<file path="src/rtl/sb_mix_columns_seq.sv">
// S-AES MixColumns / InvMixColumns stage over GF(2^4) mod x^4+x+1, one column
// per cycle (SERIAL=1) or both columns at once, with a final-round bypass.
module sb_mix_columns_seq #(
    parameter bit          SERIAL    = 1'b1,
    parameter logic [15:0] RST_STATE = 16'h0000
) (
    input  logic        clk,
    input  logic        rst_n,
    input  logic [15:0] in_state,
    input  logic        in_valid,
    output logic        in_ready,
    input  logic        in_inv,
    input  logic        in_bypass,
    output logic [15:0] out_state,
    output logic        out_valid,
    input  logic        out_ready
);

    localparam logic [1:0] IDLE = 2'd0;
    localparam logic [1:0] COL0 = 2'd1;
    localparam logic [1:0] COL1 = 2'd2;
    localparam logic [1:0] DONE = 2'd3;

    logic [1:0]  state_q, state_d;
    logic [15:0] work_q, work_d;
    logic [15:0] out_q, out_d;
    logic        inv_q, inv_d;
    logic        vld_q, vld_d;
    logic [7:0]  col0_res, col1_res;

    function automatic logic [3:0] xt(input logic [3:0] x);
        return {x[2:0], 1'b0} ^ (x[3] ? 4'h3 : 4'h0);
    endfunction

    // Column is {a, b}: forward uses [1 4; 4 1], inverse [9 2; 2 9].
    function automatic logic [7:0] mix_col(input logic [7:0] c, input logic inv);
        logic [3:0] a, b, a2, b2, a4, b4, a9, b9;
        a  = c[7:4];
        b  = c[3:0];
        a2 = xt(a);
        b2 = xt(b);
        a4 = xt(a2);
        b4 = xt(b2);
        a9 = xt(a4) ^ a;
        b9 = xt(b4) ^ b;
        if (inv) return {a9 ^ b2, a2 ^ b9};
        return {a ^ b4, a4 ^ b};
    endfunction

    assign col0_res = mix_col(work_q[15:8], inv_q);
    assign col1_res = mix_col(work_q[7:0], inv_q);

    always_comb begin
        state_d = state_q;
        work_d  = work_q;
        out_d   = out_q;
        inv_d   = inv_q;
        vld_d   = vld_q;
        case (state_q)
            IDLE: begin
                if (in_valid) begin
                    work_d = in_state;
                    inv_d  = in_inv;
                    if (in_bypass) begin
                        out_d   = in_state;
                        vld_d   = 1'b1;
                        state_d = DONE;
                    end else begin
                        state_d = COL0;
                    end
                end
            end
            COL0: begin
                if (SERIAL) begin
                    work_d[15:8] = col0_res;
                    state_d      = COL1;
                end else begin
                    out_d   = {col0_res, col1_res};
                    vld_d   = 1'b1;
                    state_d = DONE;
                end
            end
            COL1: begin
                out_d   = {work_q[15:8], col1_res};
                vld_d   = 1'b1;
                state_d = DONE;
            end
            DONE: begin
                if (out_ready) begin
                    vld_d   = 1'b0;
                    state_d = IDLE;
                end
            end
            default: state_d = IDLE;
        endcase
    end

    always_ff @(posedge clk or negedge rst_n) begin
        if (!rst_n) begin
            state_q <= IDLE;
            work_q  <= 16'h0000;
            out_q   <= RST_STATE;
            inv_q   <= 1'b0;
            vld_q   <= 1'b0;
        end else begin
            state_q <= state_d;
            work_q  <= work_d;
            out_q   <= out_d;
            inv_q   <= inv_d;
            vld_q   <= vld_d;
        end
    end

    assign in_ready  = (state_q == IDLE);
    assign out_state = out_q;
    assign out_valid = vld_q;

endmodule

</file>
<file path="config.mk">
export PLATFORM = sky130hd
export DESIGN_NAME = sb_mix_columns_seq
export DESIGN_NICKNAME = d
export VERILOG_FILES = /design/src/rtl/sb_mix_columns_seq.sv
export SDC_FILE = /design/constraint.sdc
export NUM_CORES = 1
export LEC_CHECK = 0
export BUFFER_PORTS_ARGS = -buffer_cell sky130_fd_sc_hd__buf_2
export CAP_MARGIN = 20
export CORE_ASPECT_RATIO = 0.9
export CORE_MARGIN = 1.5
export CORE_UTILIZATION = 40
export CTS_CLUSTER_SIZE = 40
export DETAILED_ROUTE_END_ITERATION = 8
export GPL_TIMING_DRIVEN = 0
export SLEW_MARGIN = 15
export SYNTH_ARGS = -nofsm -noshare
export SYNTH_HDL_FRONTEND = slang
export SYNTH_SLANG_ARGS = --single-unit
</file>
<file path="constraint.sdc">
create_clock -name clk -period 2.8 [get_ports clk]
set_input_delay 0.28 -clock clk [delete_from_list [all_inputs] [get_ports clk]]
set_output_delay 0.28 -clock clk [all_outputs]
set_load 0.03 [all_outputs]
</file>
==> results of run 1 <==
-- cells by family after synthesis --
| logic type | synth area share (%) |
|---|---|
| AOI/OAI and AO/OA | 17.1 |
| xor gates and xnor gates | 6.78 |
| adders and majority gates | 3.08 |
| buffers and inverters | 3.76 |
| DFF | 44.4 |
| muxes | 12.9 |
| and+or+nand+nor | 11.9 |
-- routing by layer --
metal	vias up	GRT usage (%)	wire [µm]
met2	53	27.5	2070
met5	-	0	0
met4	0	6.35	40
li1	823	-	-
met1	781	26.3	2300
met3	4	3.61	287
-- metrics by stage --
stage | instances | worst slack [ns] | power [µW]
after floorplan | 206 | 0.951 | 2490
after global placement | 310 | 0.807 | 2950
after detailed placement | 310 | 0.784 | 2980
after CTS | 317 | 0.772 | 3340
after global routing | 317 | 0.620 | 3610
final | 317 | 0.790 | 3330
-- registers in the layout, indices dropped and copies added (netlist names) --
name	flops
out_state	16
work_q	16
state_q	2
inv_q	1
out_valid	1
-- worst max path at each step --
| stage | startpoint | endpoint | cells past startpoint |
|---|---|---|---|
| after floorplan | state_q[0] | out_state[0] | 6 |
| after CTS | state_q[0] | out_state[4] | 7 |
| after detailed placement | state_q[0] | out_state[0] | 7 |
| after global routing | state_q[0] | out_state[4] | 7 |
| after global placement | state_q[0] | out_state[4] | 7 |
| final | state_q[1] | work_q[14] | 7 |
-- power breakdown --
part           total (µW)  internal [µW]  switching, µW
registers            1010            790            217
logic                1970            755           1220
clock network         347            169            178
total                3330           1710           1610
-- critical path: stages (launching register included) --
cell	delay, ns
sky130_fd_sc_hd__dfrtp_1	0.41
sky130_fd_sc_hd__inv_1	0.11
sky130_fd_sc_hd__ha_1	0.15
sky130_fd_sc_hd__buf_4	0.16
sky130_fd_sc_hd__inv_1	0.09
sky130_fd_sc_hd__o21ai_0	0.61
sky130_fd_sc_hd__o21ai_0	0.18
sky130_fd_sc_hd__o21ai_0	0.20
-- final cells by class --
class                   count  area, µm²  share of cell area (%)
multi-input cells         153       1050                    44.1
flip-flops and latches     36        901                    37.8
repair buffers             39        195                    8.19
well taps                  65       81.3                    3.41
clock buffers               6       72.6                    3.04
plain buffers              11       53.8                    2.26
inverters                   6       22.5                   0.945
clock inverters             1       5.00                   0.210
-- cells in the final DEF (no fill, tap or decap), types with 5 or more instances in the layout --
master                     count
sky130_fd_sc_hd__buf_2        46
sky130_fd_sc_hd__dfrtp_1      36
sky130_fd_sc_hd__nand2_1      25
sky130_fd_sc_hd__o21ai_0      17
sky130_fd_sc_hd__nor2_1       17
sky130_fd_sc_hd__mux2i_1      15
sky130_fd_sc_hd__a21oi_1      11
sky130_fd_sc_hd__mux2_2       10
sky130_fd_sc_hd__xor2_1        8
sky130_fd_sc_hd__inv_1         6
sky130_fd_sc_hd__ha_1          5
sky130_fd_sc_hd__clkbuf_8      5
==> results.md, run 1 <==
* Cell area after synthesis at 2030 µm²
* Slew Viols, Final at 0
* Number of clock buffers inserted by TritonCTS at 5
* Horizontal die dimension at a little under 80 µm
* Count of hold-fix buffers inserted at cts at 0
* Combined global-route utilization of all metal layers at 18.3%
* Pleak at 0.00110 µW
* Clock buffer depth at 2
* Worst reg-to-reg path cell count at 7
* 1st-pass router iterations at 4
* Worst VDD drop at just over 0.0007 V
* Antenna diode count at 0
* Post-DP HPWL at about 3.4 mm
* Least-Margin Pin Slew at 0.817 ns
* Cell area reported after detailed placement at approximately 2300 µm²
* EDFF count, synth at 0
* CP Capture Type: flip-flop
* Detailed Route Iter0 Violations at 89
* IO Pins at 40
* Required time of the critical path at about 3 ns
* Hold WC Path Type: primary input to asynchronous set/reset pin
* Leading cell types by count after synthesis: sky130_fd_sc_hd__dfrtp_1, sky130_fd_sc_hd__nand2_1, sky130_fd_sc_hd__nor2_1, sky130_fd_sc_hd__o21ai_0, sky130_fd_sc_hd__mux2i_1
* Share of Yosys cell area claimed by the top area cell type at between 40 and 50%
* Number of distinct library cells after synthesis at 35
* Relative slew slack at between 40% and 50%
* Worst hold-check slack at a little under 0.09 ns
* Maximum achievable frequency at ~0.50 GHz
* Run status: finished, final reports clean
* Number of synthesized register bits at 36
* Area Overhead vs Synth at 17.4%
* Total of endpoints with negative setup slack in the final report at 0
* Number of warnings printed during yosys synthesis at 0
* PostCTS Resize Cnt at 0
* Share of final-layout standard cells stronger than drive strength 1 at roughly 27%
* Number of maximum-capacitance constraint violations at 0
* Clock latency reported for the late side of the worst-skew pair at between 0.2 and 0.3 ns
* CTS clk-pin slew, worst paths at around 0.070 ns
* CTS H-tree lvls at 2
* Initial antenna violation count at 0
* Power Density at approximately 1400 nW/µm²
* Std cell rows at 24
* Largest net degree at the start of global routing at 37
* Number of nets produced by synthesis at between 200 and 250
* Initial Utilization at 41.7%
* Clock tree sinks at 36
* Most used flip-flop cell after synthesis: sky130_fd_sc_hd__dfrtp_1
* Clock Root Buffer: sky130_fd_sc_hd__clkbuf_8
* Crit path time final at 2.01 ns
* Reg-to-reg critical path startpoint: state_q[1]
* Type of the setup path with the least slack: flip-flop to flip-flop
* Via count at approximately 1700
* Std-Cell Core Area at just under 5000 µm²
* Clock tree from TritonCTS: yes
* Most repeated cell in the gate-level netlist after synthesis: sky130_fd_sc_hd__dfrtp_1
* Proportion of synthesized flip-flops having asynchronous set or reset at 100%
* RSZ-0062 raised after global routing: false
* Final Hold Violating Endpoints at 0
* Worst EP arrival at 2.21 ns
* Final antenna-violating net count at 0
* Cells taking the most area after synthesis: sky130_fd_sc_hd__dfrtp_1, sky130_fd_sc_hd__mux2i_1, sky130_fd_sc_hd__mux2_2
* Vias in the first global route at between 1500 and 2000
* Filler cell count at 489
* Fin area at ~2400 µm²
* Layout Utilization at between 40% and 50%
* Startpoint class of the critical path: flip-flop
* Die height at around 71 µm
* Instance count of the mapped netlist at 206
* Worst r2r dst: work_q[14]
* DRC errors left at 0
* Total routed wirelength at 4.69 mm
* # port buffers at 39
* Post-Synthesis Mean Instance Area at between 9 and 10 µm²
* Final TNS setup at 0 ns
* Worst setup slack for register-to-register paths at ~0.79 ns
* Aggregate global routing overflow at 0
* Average via count per standard cell at about 5.2
* Final layout net count at about 280
* Portion of the post-synthesis area used by sequential elements at 44.4%
* Placer's final routability congestion estimate at between 0.8 and 0.9
* Final setup skew at 0.00915 ns
* Tcrit/Tclk final at 71.8%
* Setup repair bufs after CTS at 0
* Wirelength per Cell at roughly 15 µm
* Worst-path fanout max at 10
* Wire length of the first global-routing pass at between 7 and 8 mm
* Largest area contributor in the synthesized netlist: sky130_fd_sc_hd__dfrtp_1
* Die footprint at roughly 5500 µm²
Note: power is estimated with default switching activity, not from simulation.
==> inputs of run 2 (changes only) <==
clock period = 1.85 ns   (was 2.8 ns; I/O delays follow)
==> run 2 against run 1 <==
  * The run now ends with negative hold slack left
  * Non-clock buffer count up 1
  * Clock skew about the same
  * First-iteration DRC count down 9.0%
  * Core utilization up 1.2 points
  * Largest cell class unchanged
  * Highest routed layer unchanged
==> results.md, run 2 (synthesized netlist as in run 1, its figures left out) <==
* Pleak at roughly 0.0011 µW
* Crit path time final at between 1.5 and 2 ns
* Worst VDD drop at 0.00112 V
* Relative slew slack at between 40% and 50%
* Reg-to-reg critical path startpoint: state_q[0]
* Failing checks: negative hold slack
* Post-DP HPWL at 3.37 mm
* Largest net degree at the start of global routing at 37
* Placer's final routability congestion estimate at a little over 0.8
* Clock buffer depth at 2
* Slew Viols, Final at 0
* Smallest setup slack after layout at just over 0.09 ns
* CP Capture Type: flip-flop
* DRC errors left at 0
* Cell area reported after detailed placement at ~2300 µm²
* Vias in the first global route at around 1600
* Worst EP arrival at around 1.9 ns
* Multi-input gate area at 1100 µm²
* Clock latency reported for the late side of the worst-skew pair at 0.28 ns
* Clock tree sinks at 36
* Least-Margin Pin Slew at slightly above 0.8 ns
* Std cell rows at 24
* # port buffers at 39
* Filler cell count at 479
* Total routed wirelength at about 4.7 mm
* Wire length of the first global-routing pass at 7.92 mm
* Sequential cell area at 901 µm²
* Required time of the critical path at about 2 ns
* 1st-pass router iterations at 4
* IO Pins at 40
* Via count at between 1500 and 2000
* Initial antenna violation count at 0
* Most frequent cells in the layout: sky130_fd_sc_hd__buf_2, sky130_fd_sc_hd__dfrtp_1, sky130_fd_sc_hd__nand2_1, sky130_fd_sc_hd__nor2_1, sky130_fd_sc_hd__o21ai_0
* Worst setup slack for register-to-register paths at 0.09 ns
* Maximum achievable frequency at 0.568 GHz
* Startpoint class of the critical path: flip-flop
* Worst reg-to-reg path cell count at 7
* Tcrit/Tclk final at 95.1%
* CTS H-tree lvls at 2
* Total of endpoints with negative setup slack in the final report at 0
* Leading cell type in the layout, fill and taps excluded: sky130_fd_sc_hd__buf_2
* Power Density at between 2000 and 2500 nW/µm²
* Worst-path fanout max at 8
* Clock tree from TritonCTS: yes
* Clock Root Buffer: sky130_fd_sc_hd__clkbuf_8
* Worst r2r dst: out_state[5]
* Number of maximum-capacitance constraint violations at 0
* Final antenna-violating net count at 0
* Run status: finished with violations
* Aggregate global routing overflow at 0
* Average via count per standard cell at between 5 and 6
* Fin area at roughly 2400 µm²
* Horizontal die dimension at about 78 µm
* CTS clk-pin slew, worst paths at around 0.070 ns
* Number of clock buffers inserted by TritonCTS at 5
* Final setup skew at roughly 0.0092 ns
* Worst hold-check slack at -0.00740 ns
* Layout Utilization at approximately 50%
* Initial Utilization at roughly two fifths
* Die footprint at 5510 µm²
* Final Hold Violating Endpoints at 9
* Post-Place Worst Slack at -0.166 ns
* Type of the setup path with the least slack: flip-flop to flip-flop
* Wirelength per Cell at about 15 µm
* Die height at about 71 µm
* Antenna diode count at 0
* Std-Cell Core Area at between 4000 and 5000 µm²
* Combined global-route utilization of all metal layers at approximately 18%
* Area Overhead vs Synth at 20.4%
* Detailed Route Iter0 Violations at between 80 and 90
* Hold WC Path Type: primary input to asynchronous set/reset pin
* Final TNS setup at 0 ns
* Final layout net count at 280
* Share of final-layout standard cells stronger than drive strength 1 at a little under a third
[run 2: area by class of cell]
type | count | area share (%)
Buffer | 11 | 2.51
Inverter | 6 | 0.922
Timing Repair Buffer | 40 | 8.29
Clock inverter | 1 | 0.205
Multi-Input combinational cell | 153 | 44.9
Tap cell | 65 | 3.33
Sequential cell | 36 | 36.9
Clock buffer | 6 | 2.97
[run 2: timing repair]
action	CTS	global route
setup buffers	0	1
resized for setup	6	8
endpoints found under the setup margin	23	24
pin swaps	0	1
hold buffers	0	0
[run 2: where the power goes]
part | switching (µW) | internal, µW
sequential | 333 | 1200
clock | 270 | 256
combinational | 1900 | 1230
total | 2500 | 2680
[run 2: critical path, stage by stage (launching register included)]
cell and delay (ns):
sky130_fd_sc_hd__dfrtp_1 0.41, sky130_fd_sc_hd__inv_2 0.12, sky130_fd_sc_hd__ha_4 0.19, sky130_fd_sc_hd__nand3_1 0.14, sky130_fd_sc_hd__a21boi_4 0.21, sky130_fd_sc_hd__buf_4 0.16
sky130_fd_sc_hd__a21o_1 0.14, sky130_fd_sc_hd__o32a_1 0.28
[run 2: layer usage]
metal,wire length (µm),track usage [%],vias to the layer above
met5,0,0,-
met4,29,6.35,0
met3,294,3.61,2
met2,2130,27.5,53
met1,2290,26.5,798
li1,-,-,825
[run 2: how the worst max path moves through the flow]
stage	startpoint	slack, ns	endpoint	cells past startpoint
final	state_q[0]	0.09	out_state[5]	7
after global routing	state_q[0]	-0.004	out_state[7]	7
after CTS	state_q[0]	-0.02	work_q[14]	7
after detailed placement	state_q[0]	-0.17	out_state[0]	7
after global placement	state_q[0]	-0.14	out_state[4]	7
after floorplan	state_q[0]	0.0005	out_state[0]	6
[run 2: through the flow]
step | instances | power (µW) | hold WS, ns
finish | 318 | 5190 | -0.00740
global route | 318 | 5620 | 0.0566
CTS | 317 | 5110 | 0.0333
detailed placement | 310 | 4520 | 0.335
global placement | 310 | 4460 | 0.325
floorplan | 206 | 3770 | -0.111
